`src/rtl/lightgun_pkg.sv`:
```
// Shared types and constants for the light gun capture block.
package lightgun_pkg;

  localparam int HW = 10;
  localparam int VW = 9;

  typedef enum logic [2:0] {
    WAIT_FRAME = 3'd0,
    ARMED      = 3'd1,
    CAPTURED   = 3'd2,
    PUBLISH    = 3'd3
  } state_e;

  localparam logic [1:0] REG_HLO  = 2'd0;
  localparam logic [1:0] REG_VLO  = 2'd1;
  localparam logic [1:0] REG_HI   = 2'd2;
  localparam logic [1:0] REG_STAT = 2'd3;

endpackage

```
`src/rtl/lightgun_capture_if.sv`:
```
// CPU-side register read port of the light gun receiver.
interface lightgun_capture_if;

  logic [1:0] ADDR;
  logic       RD;
  logic [7:0] DOUT;

  modport master (output ADDR, output RD, input DOUT);
  modport slave  (input ADDR, input RD, output DOUT);

endinterface

```
`src/rtl/lightgun_debounce.sv`:
```
// Two-flop synchronizer with an optional consecutive-sample debounce stage.
module lightgun_debounce #(
  parameter int DEBOUNCE_LINES = 8,
  parameter bit BYPASS         = 1'b0
) (
  input  logic CLK,
  input  logic RESET,
  input  logic d_i,
  input  logic sample_i,
  output logic q_o
);

  logic [1:0] sync_q;

  always_ff @(posedge CLK) begin
    if (RESET) sync_q <= 2'b00;
    else       sync_q <= {sync_q[0], d_i};
  end

  if (BYPASS) begin : g_bypass
    logic unused_sample;
    assign unused_sample = sample_i;
    assign q_o = sync_q[1];
  end else begin : g_debounce
    localparam logic [7:0] LAST = 8'(DEBOUNCE_LINES - 1);
    logic       q_q;
    logic [7:0] cnt_q;

    // Any sample that agrees with the current state restarts the run.
    always_ff @(posedge CLK) begin
      if (RESET) begin
        q_q   <= 1'b0;
        cnt_q <= 8'd0;
      end else if (sample_i) begin
        if (sync_q[1] == q_q) begin
          cnt_q <= 8'd0;
        end else if (cnt_q == LAST) begin
          q_q   <= ~q_q;
          cnt_q <= 8'd0;
        end else begin
          cnt_q <= cnt_q + 8'd1;
        end
      end
    end

    assign q_o = q_q;
  end

endmodule

```
`src/rtl/lightgun_capture.sv`:
```
// Latches the beam position of the first sensor hit per frame and exposes it,
// with the debounced trigger, through a small register-read port.
module lightgun_capture
  import lightgun_pkg::*;
#(
  parameter logic [HW-1:0] HOFFSET        = 10'd0,
  parameter logic [VW-1:0] VOFFSET        = 9'd0,
  parameter int            DEBOUNCE_LINES = 8
) (
  input  logic            CLK,
  input  logic            RESET,
  input  logic            CE_PIX,
  input  logic            HDE,
  input  logic            VDE,
  input  logic            SENSOR,
  input  logic            TRIGGER,
  lightgun_capture_if.slave bus,
  output logic [HW-1:0]   HPOS,
  output logic [VW-1:0]   VPOS,
  output logic            HIT,
  output logic            TRIG,
  output logic            IRQ
);

  function automatic logic [HW-1:0] sub_clamp_h(input logic [HW-1:0] a, input logic [HW-1:0] b);
    return (a < b) ? '0 : a - b;
  endfunction

  function automatic logic [VW-1:0] sub_clamp_v(input logic [VW-1:0] a, input logic [VW-1:0] b);
    return (a < b) ? '0 : a - b;
  endfunction

  logic hde_q, vde_q, sens_sync, sens_prev_q, trig;
  logic hde_fall, vde_rise, vde_fall, hit_edge;
  logic [HW-1:0] hcnt_q, cap_h_q, hpos_q;
  logic [VW-1:0] vcnt_q, cap_v_q, vpos_q;
  logic [7:0] miss_q, dout_q;
  logic hit_q, irq_q, pub_hit_q;
  state_e state_q;

  lightgun_debounce #(.DEBOUNCE_LINES(1), .BYPASS(1'b1)) u_sensor_sync (
    .CLK(CLK), .RESET(RESET), .d_i(SENSOR), .sample_i(1'b0), .q_o(sens_sync)
  );

  lightgun_debounce #(.DEBOUNCE_LINES(DEBOUNCE_LINES), .BYPASS(1'b0)) u_trigger (
    .CLK(CLK), .RESET(RESET), .d_i(TRIGGER), .sample_i(hde_fall), .q_o(trig)
  );

  // Edge trackers stay out of reset so a mid-frame reset cannot fake a VDE rise.
  always_ff @(posedge CLK) begin
    hde_q <= HDE;
    vde_q <= VDE;
  end

  assign hde_fall = hde_q & ~HDE;
  assign vde_rise = VDE & ~vde_q;
  assign vde_fall = vde_q & ~VDE;
  assign hit_edge = sens_sync & ~sens_prev_q;

  always_ff @(posedge CLK) begin
    if (RESET) begin
      sens_prev_q <= 1'b0;
      hcnt_q      <= '0;
      vcnt_q      <= '0;
    end else begin
      sens_prev_q <= sens_sync;
      if (hde_fall)                              hcnt_q <= '0;
      else if (HDE && CE_PIX && hcnt_q != '1)    hcnt_q <= hcnt_q + 10'd1;
      if (!VDE)                                  vcnt_q <= '0;
      else if (hde_fall && vcnt_q != '1)         vcnt_q <= vcnt_q + 9'd1;
    end
  end

  always_ff @(posedge CLK) begin
    if (RESET) begin
      state_q   <= WAIT_FRAME;
      cap_h_q   <= '0;
      cap_v_q   <= '0;
      pub_hit_q <= 1'b0;
      hpos_q    <= '0;
      vpos_q    <= '0;
      hit_q     <= 1'b0;
      irq_q     <= 1'b0;
      miss_q    <= 8'd0;
      dout_q    <= 8'd0;
    end else begin
      case (state_q)
        WAIT_FRAME: if (vde_rise) state_q <= ARMED;
        ARMED: begin
          if (vde_fall) begin
            state_q   <= PUBLISH;
            pub_hit_q <= 1'b0;
          end else if (hit_edge && HDE && VDE) begin
            cap_h_q <= sub_clamp_h(hcnt_q, HOFFSET);
            cap_v_q <= sub_clamp_v(vcnt_q, VOFFSET);
            state_q <= CAPTURED;
          end
        end
        CAPTURED: begin
          if (vde_fall) begin
            state_q   <= PUBLISH;
            pub_hit_q <= 1'b1;
          end
        end
        PUBLISH: begin
          if (pub_hit_q) begin
            hpos_q <= cap_h_q;
            vpos_q <= cap_v_q;
            hit_q  <= 1'b1;
            miss_q <= 8'd0;
          end else begin
            hit_q <= 1'b0;
            if (miss_q != 8'hFF) miss_q <= miss_q + 8'd1;
          end
          state_q <= WAIT_FRAME;
        end
        default: state_q <= WAIT_FRAME;
      endcase

      // A hit publish outranks a status-read clear landing on the same edge.
      if (state_q == PUBLISH && pub_hit_q)        irq_q <= 1'b1;
      else if (bus.RD && bus.ADDR == REG_STAT)    irq_q <= 1'b0;

      if (bus.RD) begin
        case (bus.ADDR)
          REG_HLO: dout_q <= hpos_q[7:0];
          REG_VLO: dout_q <= vpos_q[7:0];
          REG_HI:  dout_q <= {hpos_q[9:8], vpos_q[8], 5'b0};
          default: dout_q <= {irq_q, hit_q, trig, 2'b00, state_q};
        endcase
      end
    end
  end

  assign bus.DOUT = dout_q;
  assign HPOS     = hpos_q;
  assign VPOS     = vpos_q;
  assign HIT      = hit_q;
  assign TRIG     = trig;
  assign IRQ      = irq_q;

endmodule
```
`src/flat_wrapper.sv`:
```
// flat-port wrapper written by rule: the top's interface ports become plain ports
module lightgun_capture_flat import lightgun_pkg::*;
#(
  parameter logic [HW-1:0] HOFFSET        = 10'd0,
  parameter logic [VW-1:0] VOFFSET        = 9'd0,
  parameter int            DEBOUNCE_LINES = 8
)
  (CLK, RESET, CE_PIX, HDE, VDE, SENSOR, TRIGGER, HPOS, VPOS, HIT, TRIG, IRQ, bus_ADDR, bus_RD, bus_DOUT);
  lightgun_capture_if bus_i ();
  input  logic CLK;
  input  logic RESET;
  input  logic CE_PIX;
  input  logic HDE;
  input  logic VDE;
  input  logic SENSOR;
  input  logic TRIGGER;
  output logic [HW-1:0] HPOS;
  output logic [VW-1:0] VPOS;
  output logic HIT;
  output logic TRIG;
  output logic IRQ;
  input wire logic [$bits(bus_i.ADDR)-1:0] bus_ADDR;
  input wire logic [$bits(bus_i.RD)-1:0] bus_RD;
  output wire logic [$bits(bus_i.DOUT)-1:0] bus_DOUT;
  assign bus_i.ADDR = bus_ADDR;
  assign bus_i.RD = bus_RD;
  assign bus_DOUT = bus_i.DOUT;
  lightgun_capture #(.HOFFSET(HOFFSET), .VOFFSET(VOFFSET), .DEBOUNCE_LINES(DEBOUNCE_LINES)) u_core (.CLK(CLK), .RESET(RESET), .CE_PIX(CE_PIX), .HDE(HDE), .VDE(VDE), .SENSOR(SENSOR), .TRIGGER(TRIGGER), .bus(bus_i), .HPOS(HPOS), .VPOS(VPOS), .HIT(HIT), .TRIG(TRIG), .IRQ(IRQ));
endmodule
```
`config.mk`:
```
export PLATFORM = sky130hd
export DESIGN_NAME = lightgun_capture_flat
export DESIGN_NICKNAME = d
export VERILOG_FILES = /design/src/rtl/lightgun_pkg.sv /design/src/rtl/lightgun_capture_if.sv /design/src/rtl/lightgun_debounce.sv /design/src/rtl/lightgun_capture.sv /design/src/flat_wrapper.sv
export SDC_FILE = /design/constraint.sdc
export NUM_CORES = 1
export LEC_CHECK = 0
export CAP_MARGIN = 20
export CORE_ASPECT_RATIO = 0.5
export CORE_MARGIN = 1.5
export CORE_UTILIZATION = 45
export CTS_CLUSTER_SIZE = 14
export DETAILED_ROUTE_END_ITERATION = 6
export PLACE_DENSITY_LB_ADDON = 0.1
export SLEW_MARGIN = 20
export SYNTH_ARGS = -nofsm -noshare
export SYNTH_HDL_FRONTEND = slang
export SYNTH_SLANG_ARGS = --single-unit
```
`constraint.sdc`:
```
create_clock -name CLK -period 2.3 [get_ports CLK]
set_clock_uncertainty 0.15 [all_clocks]
set_input_delay 0.46 -clock CLK [delete_from_list [all_inputs] [get_ports CLK]]
set_output_delay 0.46 -clock CLK [all_outputs]
set_load 0.02 [all_outputs]
```
======== Yosys cells after proc, flatten, opt, wreduce, memory -nomap -nowiden ========
Index checks and enable logic that the tools add are counted.
word-level totals
  memory bits (writable) .................. 0
  memories ................................ 0
  bits in read-only memories .............. 0
  input bits .............................. 10
  output and inout port bits .............. 30
  word-level logic and storage cells ...... 82
  register bits after elaboration ......... 87
  bits in latches ......................... 0
cells by class
  reduce and logical (&&, ||, !) cells .... 18
  multiply operators ...................... 0
  bitwise gates (word level) .............. 11
  $lt $le $gt $ge ......................... 2
  equality and inequality tests ........... 14
  mux-type cells .......................... 16
  shift operators ......................... 0
  div/mod/pow operators ................... 0
  add/sub/neg operators ................... 3
operators by type and width
  operator                                                               number
  8-bit one-hot mux with 3 select lines                                  1
  8-bit 2-to-1 mux                                                       2
  3-bit 2-to-1 mux                                                       4
  3-bit AND reduction                                                    4
  10-bit by 1-bit adder with 10-bit output, second input constant        1
  10-bit by 1-bit < comparator with 1-bit output, second input constant  1
  10-bit 2-to-1 mux                                                      1
  10-bit != test, second input constant                                  1
  9-bit by 1-bit adder with 9-bit output, second input constant          1
  9-bit by 1-bit < comparator with 1-bit output, second input constant   1
  9-bit 2-to-1 mux                                                       1
  9-bit != test, second input constant                                   1
  3-bit one-hot mux with 3 select lines                                  1
  8-bit by 1-bit adder with 8-bit output, second input constant          1
  8-bit by 3-bit == test with 1-bit output, second input constant        1
  1-bit logical AND                                                      7
  1-bit inverter                                                         7
  3-bit by 2-bit == test with 1-bit output, second input constant        2
  2-bit by 1-bit != test with 1-bit output, second input constant        3
  1-bit 2-to-1 mux                                                       5
  1-bit bitwise AND                                                      4
  2-bit == test, second input constant                                   2
  2-bit nonzero test                                                     2
  2-bit OR reduction                                                     2
  other kinds (8)                                                        8

======== Longest topological paths before layout ========
Gate-level depths: netlist of run 1.
  word-level depth ........................ 7
  mapped depth ............................ 8
  mapped depth without buffers ............ 8

======== By module ========
A second synthesis of run 1 with hierarchy kept.
unflattened totals
  cell total of the unflattened synthesis .. 400
  area total of the unflattened synthesis .. 3658.5 µm²
by module, submodules not included
  module                                     cells each  instances  sequential area each (µm²)  area an instance (µm²)
  lightgun_capture                           331         1          1461.4                      3039.2
  lightgun_debounce at u_core.u_trigger      65          1          220.2                       566.8
  lightgun_debounce at u_core.u_sensor_sync  4           1          40.0                        52.6

======== Worst setup path after synthesis of run 1 ========
Ideal clock, no wire load.
  kind .................................... register to register
  from .................................... reg u_core.vcnt_q[0]
  to ...................................... reg u_core.vcnt_q[5]
  cell stages (with the launch flop) ...... 8
  library setup time ...................... 0.126 ns
  buffers on the path ..................... 0
  setup slack ............................. 0.414 ns
  clock period less this slack ............ 1.886 ns
  data required time ...................... 2.024 ns
  arrival time ............................ 1.610 ns
  cell sequence ........................... dfxtp_1 -> ha_1 -> nand3_1 -> nor2_1 -> ha_1 -> or4_1 -> xor2_1 -> nor2_1
on the way
  cells in the longest elaborated chain, start to end .. 2
  elaborated cells between the ends (all ways) .. 3
  classes of those cells .................. 1 x add/sub; 1 x eq/ne; 1 x reduce/logical
ends and longest elaborated chain
  element                                                                                         line                    source
  start, declared                                                                                 lightgun_capture.sv:36  logic [VW-1:0] vcnt_q, cap_v_q, vpos_q;
  start signal, assigned                                                                          lightgun_capture.sv:70  else if (hde_fall && vcnt_q != '1) vcnt_q <= vcnt_q + 9'd1;
  parallel branches: the longest is 2 deep, another holds 9-bit by 1-bit adder with 9-bit output  n/a
Parallel ways; which one is timed is not known.
A chain may end at the register's enable or synchronous reset.

======== Final worst setup path of run 1 ========
  from .................................... reg u_core.vcnt_q[0]
  to ...................................... reg u_core.vcnt_q[4]
The elaborated chain is that of the path after synthesis.

==> results.sh, run 1 <==
export IMPL_status="completed"
export IMPL_drt_pre_antenna_iters=4
export IMPL_sw_frac_of_total_pct=21.8
export IMPL_ant_nets=0
export IMPL_period_needed_ps=2070
export IMPL_drive_gt1_share_pct=7.98
export IMPL_cp_data_required_time_ps=2360
export IMPL_dr_total_vias=2909
export IMPL_num_antenna_cells=0
export IMPL_grt_pass1_wl_um=12800
export IMPL_synth_top_area_share_pct=48.5
export IMPL_fin_tns_setup_ps=0
export IMPL_dr_wl_met2_um=3430
export IMPL_cp_cell_sequence="ha_1 > nand3_1 > nor2_1 > ha_1 > nor3b_2 > nand4_1 > xor2_1 > nor2_1"
export IMPL_finalSetupViolCount=0
export IMPL_cts_htree_levels=3
export IMPL_crit_path_top_delay_cell="nor3b_2"
export IMPL_root_buffer="clkbuf_16"
export IMPL_grt_total_usage_pct=19.8
export IMPL_insertion_delay_ps=340
export IMPL_start_util_pct=47.4
export IMPL_hold_path_startpoint="u_core.u_trigger.sync_q[0]$_SDFF_PP0_"
export IMPL_cts_sinks=86
export IMPL_whs_endpoint="u_core.u_trigger.sync_q[1]$_SDFF_PP0_"
export IMPL_r2r_end="u_core.vcnt_q[4]$_SDFFE_PP0P_"
export IMPL_portBuffers=39
export IMPL_dp_cells=544
export IMPL_cpPeakStageDelay_ps=380
export IMPL_synth_area_leaders="dfxtp_1 48%, nand2_1 9.3%, a21oi_1 6.8%"
export IMPL_design_area_mm2=0.00440
export IMPL_remaining_drc_errors=0
export IMPL_fin_cells=559
export IMPL_ys_types=46
export IMPL_p_per_area_mw_per_mm2=761
export IMPL_maxCapViolCount=0
export IMPL_rr_startpoint="u_core.vcnt_q[0]$_SDFFE_PP0P_"
export IMPL_rsz0062_at_grt="false"
export IMPL_netlist_area_mm2=0.00355
export IMPL_holdWs_ps=284
export IMPL_gp_congestion=0.838
export IMPL_grt_pass1_vias=2633
export IMPL_p_comb_share_pct=6.9
export IMPL_fp_dieW_um=129
export IMPL_yosysSeqAreaShare_pct=48.5
export IMPL_slew_headroom_pct=58.1
export IMPL_intPower_uw=2610
export IMPL_die_h_um=65.8
export IMPL_synth_avg_cell_area_um2=8.75
export IMPL_cts_clk_slew_worst_paths_ps=60
export IMPL_routed_wl_met3_um=365
export IMPL_hold_path_class="flip-flop to flip-flop"
export IMPL_async_reset_ff_share_pct=0
export IMPL_cts_setup_buffers=0
export IMPL_wire_per_inst_um=14.0
export IMPL_yosys_warnings=0
export IMPL_pin_count=40
export IMPL_rows=22
export IMPL_critPathMaxFanout=6
export IMPL_dp_hpwl_um=5700
export IMPL_ir_drop_mv=0.425
export IMPL_r2r_slack_ps=230
export IMPL_end_kind="flip-flop"
export IMPL_finalCritPeriodShare_pct=89.9
export IMPL_ctsHoldBuffers=0
export IMPL_die_area_mm2=0.00847
export IMPL_antenna_found_initial=0
export IMPL_ys_flop_type="dfxtp_1"
export IMPL_worstSetupStartpointType="flip-flop"
export IMPL_clockBufferDepth=2
export IMPL_utilization_pct=58.7
export IMPL_synth_top_area_cell="dfxtp_1"
export IMPL_grt_max_degree=27
export IMPL_r2r_cells=8
export IMPL_top_layer="met4"
export IMPL_met1_length_um=3940
export IMPL_critPathKind="flip-flop to flip-flop"
export IMPL_grt_overflow_total=0
export IMPL_netSwitchingPower_uw=730
export IMPL_p_seq_share_pct=46.2
export IMPL_ys_ff_latch=86
export IMPL_slew_viol_final=0
export IMPL_tritoncts="done"
export IMPL_cp_arrival_ps=2130
export IMPL_clock_fmax_ghz=0.483
export IMPL_synth_edf_count=0
export IMPL_dpl_cell_area_mm2=0.00407
export IMPL_area_growth_synth_to_final_pct=23.7
export IMPL_hold_viol_final=0
export IMPL_core_mm2=0.00749
export IMPL_via_per_inst=5.20
export IMPL_min_delay_path_depth=1
export IMPL_drt_iter0_markers=152
export IMPL_syn_nets=425
export IMPL_worst_slew_pin_slew_ps=627
export IMPL_cts_resized=0
export IMPL_leakage_uw=0.00155
export IMPL_cts_inserted_buffers=9
export IMPL_synthCells=406
export IMPL_pwr_share_clk_pct=46.9
export IMPL_wl_um=7820
export IMPL_layout_nets=466
-- area by class of cell --
| type | instances | area, µm² |
|---|---|---|
| inverters | 6 | 22.5 |
| clock inverters | 3 | 67.6 |
| multi-input cells | 293 | 1720 |
| clock buffers | 12 | 256 |
| fillers | 683 | 3090 |
| repair buffers | 51 | 475 |
| flip-flops and latches | 86 | 1720 |
| well taps | 108 | 135 |
-- per-layer routing --
metal | vias up | global-route usage, %
met5 | - | 0
met4 | 0 | 5.90
met3 | 7 | 6.31
met2 | 53 | 30.5
met1 | 1377 | 26.5
li1 | 1472 | -
-- synthesized netlist by cell type, types with 3 or more instances --
cell type / n
nand2_1: 88
dfxtp_1: 86
a21oi_1: 48
nor2_1: 37
clkbuf_1: 14
mux2i_1: 13
xor2_1: 13
ha_1: 9
nand3_1: 9
nand4_1: 9
nor2b_1: 7
o21ai_0: 7
inv_1: 6
xnor2_1: 6
nand2b_1: 5
buf_2: 4
a211oi_1: 3
and2_1: 3
and3_1: 3
mux4_2: 3
-- flip-flops by register name, indices dropped and copies added (netlist names), 2 cells and up --
signal / flops
u_core.HPOS: 10
u_core.bus.DOUT: 8
u_core.VPOS: 9
u_core.state_q: 2
u_core.cap_h_q: 10
u_core.u_trigger.g_debounce.cnt_q: 8
u_core.hcnt_q: 10
u_core.u_trigger.sync_q: 2
u_core.u_sensor_sync.sync_q: 2
u_core.cap_v_q: 9
u_core.vcnt_q: 9
-- per-stage QoR --
stage | power [µW] | setup WS [ps]
after floorplan | 1720 | 414
after global placement | 1790 | 100
after detailed placement | 1800 | 20.2
after CTS | 3360 | 246
after global routing | 3470 | 102
final | 3340 | 231
-- power groups by stage --
stage               combinational, µW  clock, µW  sequential [µW]
finish                            230       1570             1540
global route                      256       1670             1550
CTS                               226       1600             1540
detailed placement                223          0             1580
global placement                  212          0             1580
floorplan                         153          0             1570
-- worst max-delay path: cells and delay by family (launching register included) --
family	cells	cell delay (ps)
AND/OR/NAND/NOR	5	750
adder cells (fa/ha/maj)	2	510
flip-flops	1	350
XOR/XNOR	1	170
-- how the worst max path moves through the flow --
| stage | from | to | slack, ps |
|---|---|---|---|
| floorplan | u_core.vcnt_q[0]$_SDFFE_PP0P_ | u_core.vcnt_q[5]$_SDFFE_PP0P_ | 410 |
| global placement | HDE | u_core.vcnt_q[5]$_SDFFE_PP0P_ | 100 |
| detailed placement | HDE | u_core.state_q[0]$_SDFFE_PP0P_ | 20 |
| CTS | u_core.vcnt_q[0]$_SDFFE_PP0P_ | u_core.vcnt_q[6]$_SDFFE_PP0P_ | 250 |
| global route | u_core.vcnt_q[0]$_SDFFE_PP0P_ | u_core.vcnt_q[4]$_SDFFE_PP0P_ | 100 |
| finish | u_core.vcnt_q[0]$_SDFFE_PP0P_ | u_core.vcnt_q[4]$_SDFFE_PP0P_ | 230 |
-- cells in the final DEF, fill, tap and decap left out, types with 7 or more instances in the layout --
| cell | count |
|---|---|
| nand3_1 | 9 |
| clkdlybuf4s50_1 | 38 |
| buf_4 | 12 |
| a21oi_1 | 48 |
| mux2i_1 | 13 |
| clkbuf_16 | 9 |
| dfxtp_1 | 86 |
| nand4_1 | 9 |
| xor2_1 | 13 |
| ha_1 | 9 |
| nor2_1 | 37 |
| o21ai_0 | 7 |
| nor2b_1 | 7 |
| nand2_1 | 88 |
-- cell families after synthesis --
kind of cell	count (synthesis)	share of synthesized area [%]
AOI/OAI and AO/OA	72	12.2
xor gates and xnor gates	19	4.68
adders and majority gates	9	3.17
buffers and inverters	27	3.21
DFF	86	48.5
muxes	16	5.57
and+or+nand+nor	177	22.8
Note: power is estimated with default switching activity, not from simulation.
==> run 2: changes to the inputs <==
--- a/config.mk
+++ b/config.mk
@@ -11,6 +11,7 @@
 export CORE_UTILIZATION = 45
 export CTS_CLUSTER_SIZE = 14
 export DETAILED_ROUTE_END_ITERATION = 6
+export HOLD_SLACK_MARGIN = 0.08
 export PLACE_DENSITY_LB_ADDON = 0.1
 export SLEW_MARGIN = 20
 export SYNTH_ARGS = -nofsm -noshare
==> results of run 2 <==
Same layout as run 1: the final DEF is identical, and so are final timing and power.
==> run 3: changes to the inputs <==
--- a/config.mk
+++ b/config.mk
@@ -5,6 +5,8 @@
 export SDC_FILE = /design/constraint.sdc
 export NUM_CORES = 1
 export LEC_CHECK = 0
+export ABC_AREA = 1
+export ABC_CLOCK_PERIOD_IN_PS = 2300
 export CAP_MARGIN = 20
 export CORE_ASPECT_RATIO = 0.5
 export CORE_MARGIN = 1.5
==> results.sh, run 3 <==
export IMPL_rsz0062_at_grt="false"
export IMPL_fin_tns_setup_ps=0
export IMPL_via_per_inst=4.83
export IMPL_cp_data_required_time_ps=1690
export IMPL_crit_path_top_delay_cell="clkdlybuf4s50_1"
export IMPL_grt_pass1_vias=2976
export IMPL_wl_um=8350
export IMPL_netlist_area_mm2=0.00376
export IMPL_core_mm2=0.00806
export IMPL_grt_busiest_layer="met2"
export IMPL_met2_usage_pct=32.8
export IMPL_grt_max_degree=39
export IMPL_p_total_uw=3400
export IMPL_synth_commonest_cells="120 x nand2_1, 91 x nor2_1, 86 x dfxtp_1"
export IMPL_regArea_mm2=0.00172
export IMPL_worst_path_dominant_cell_family="buffers and inverters"
export IMPL_start_util_pct=46.7
export IMPL_yosysSeqAreaShare_pct=45.7
export IMPL_cp_arrival_ps=1400
export IMPL_grt_total_usage_pct=20.3
export IMPL_fin_ws_ps=289
export IMPL_pin_count=40
export IMPL_ir_drop_mv=0.500
export IMPL_finalCritPeriodShare_pct=87.4
export IMPL_cts_clk_slew_worst_paths_ps=60
export IMPL_die_area_mm2=0.00896
export IMPL_fin_cells=687
export IMPL_clockBufferDepth=2
export IMPL_synthCells=529
export IMPL_ctsHoldBuffers=0
export IMPL_gp_congestion=0.862
export IMPL_layout_nets=590
export IMPL_cts_sinks=86
export IMPL_yosysMostFrequentCell="nand2_1"
export IMPL_fp_dieW_um=132
export IMPL_slew_viol_final=0
export IMPL_final_common_cell="nand2_1"
export IMPL_yosys_warnings=0
export IMPL_insertion_delay_ps=330
export IMPL_cp_cell_sequence="clkdlybuf4s50_1"
export IMPL_p_per_area_mw_per_mm2=736
export IMPL_hold_viol_final=0
export IMPL_grt_use_met1_pct=27.2
export IMPL_syn_nets=548
export IMPL_cts_resized=0
export IMPL_status="completed"
export IMPL_tritoncts="done"
export IMPL_cts_htree_levels=3
export IMPL_ys_ff_latch=86
export IMPL_dp_cells=672
export IMPL_synth_avg_cell_area_um2=7.12
export IMPL_worst_slew_pin_slew_ps=469
export IMPL_cpPeakStageDelay_ps=640
export IMPL_end_kind="output port"
export IMPL_drt_pre_antenna_iters=4
export IMPL_ys_flop_type="dfxtp_1"
export IMPL_slew_headroom_pct=68.7
export IMPL_clock_fmax_ghz=0.497
export IMPL_ant_nets=0
export IMPL_grt_pass1_wl_um=14200
export IMPL_die_h_um=67.7
export IMPL_nFillCells=785
export IMPL_drive_gt1_share_pct=6.78
export IMPL_grtUsageMet3_pct=5.18
export IMPL_antenna_found_initial=0
export IMPL_cts_inserted_buffers=9
export IMPL_async_reset_ff_share_pct=0
export IMPL_synth_top_area_share_pct=45.7
export IMPL_synth_top_area_cell="dfxtp_1"
export IMPL_critPathMaxFanout=4
export IMPL_leakage_uw=0.00201
export IMPL_rows=23
export IMPL_period_needed_ps=2010
export IMPL_drt_iter0_markers=241
export IMPL_maxCapViolCount=0
export IMPL_finalSetupViolCount=0
export IMPL_remaining_drc_errors=0
export IMPL_hold_path_class="flip-flop to flip-flop"
export IMPL_area_growth_synth_to_final_pct=22.8
export IMPL_worstSetupStartpointType="flip-flop"
export IMPL_cts_setup_buffers=0
export IMPL_wire_per_inst_um=12.1
export IMPL_num_antenna_cells=0
export IMPL_dp_slack_ps=204
export IMPL_root_buffer="clkbuf_16"
export IMPL_critPathKind="flip-flop to output port"
export IMPL_portBuffers=39
export IMPL_synth_area_leaders="dfxtp_1 46%, nand2_1 12%, nor2_1 9.1%"
export IMPL_multi_input_area_mm2=0.00170
export IMPL_synth_edf_count=0
export IMPL_dr_total_vias=3317
export IMPL_grt_overflow_total=0
export IMPL_most_common_layout_cells="120 x nand2_1, 91 x nor2_1, 86 x dfxtp_1"
export IMPL_ys_types=31
export IMPL_critical_path_buf_inv_count=1
export IMPL_dp_hpwl_um=6120
export IMPL_holdWs_ps=252
run 3: changes by cell type in the layout (fill, tap and decap cells not counted), sizes merged, moves of 4 or more:
| cell | previous run | this run |
|---|---|---|
| inv | 6 | 69 |
| nor2 | 38 | 96 |
| nand2 | 88 | 122 |
| o21ai | 7 | 33 |
| nand3 | 9 | 24 |
| mux2i | 13 | 0 |
| a21oi | 48 | 38 |
| nor2b | 7 | 0 |
| xor2 | 13 | 7 |
| xnor2 | 6 | 1 |
| nand2b | 5 | 1 |
run 3: layout make-up:
cell class	instances	share of cell area [%]
clock inverter	3	0.920
tap	112	3.03
clock buffer	12	5.77
multi-input combinational	356	36.8
timing repair buffer	49	10.6
sequential	86	37.2
inverter	69	5.60
run 3: cells by family after synthesis:
| group | after synthesis | synth area share (%) |
|---|---|---|
| fa+ha+maj | 9 | 2.99 |
| flops | 86 | 45.7 |
| compound gates | 81 | 11.6 |
| simple gates | 258 | 28.7 |
| xor+xnor | 8 | 1.86 |
| buf+inv | 87 | 9.07 |
run 3: worst paths after layout:
kind	from	to	slack, ps	depth (start not counted)
max	u_core.u_trigger.q_o$_SDFFE_PP0P_	TRIG	290	1
min	u_core.u_sensor_sync.sync_q[0]$_SDFF_PP0_	u_core.u_sensor_sync.sync_q[1]$_SDFF_PP0_	250	2
max reg2reg	u_core.vcnt_q[0]$_SDFFE_PP0P_	u_core.vcnt_q[7]$_SDFFE_PP0P_	440	10
min reg2reg	u_core.u_sensor_sync.sync_q[0]$_SDFF_PP0_	u_core.u_sensor_sync.sync_q[1]$_SDFF_PP0_	250	2
run 3: report_power, final:
| part | total (µW) | leakage (µW) | switching, µW | internal (µW) |
|---|---|---|---|---|
| Clock | 1470 | 0.000151 | 549 | 921 |
| Combinational | 350 | 0.00116 | 207 | 143 |
| Sequential | 1580 | 0.000697 | 45.7 | 1530 |
run 3: per-layer routing:
layer | up-vias | routed length, µm
met3 | 8 | 364
li1 | 1749 | -
met4 | 0 | 91
met5 | - | 0
met2 | 45 | 3590
met1 | 1515 | 4300
run 3: per-stage QoR:
step / util [%] / area (µm²)
3_5_place_dp: 53.5 / 4310
5_1_grt: 57.4 / 4620
2_1_floorplan: - / 3760
6_report: 57.4 / 4620
4_1_cts: 57.4 / 4620
3_3_place_gp: 53.5 / 4310
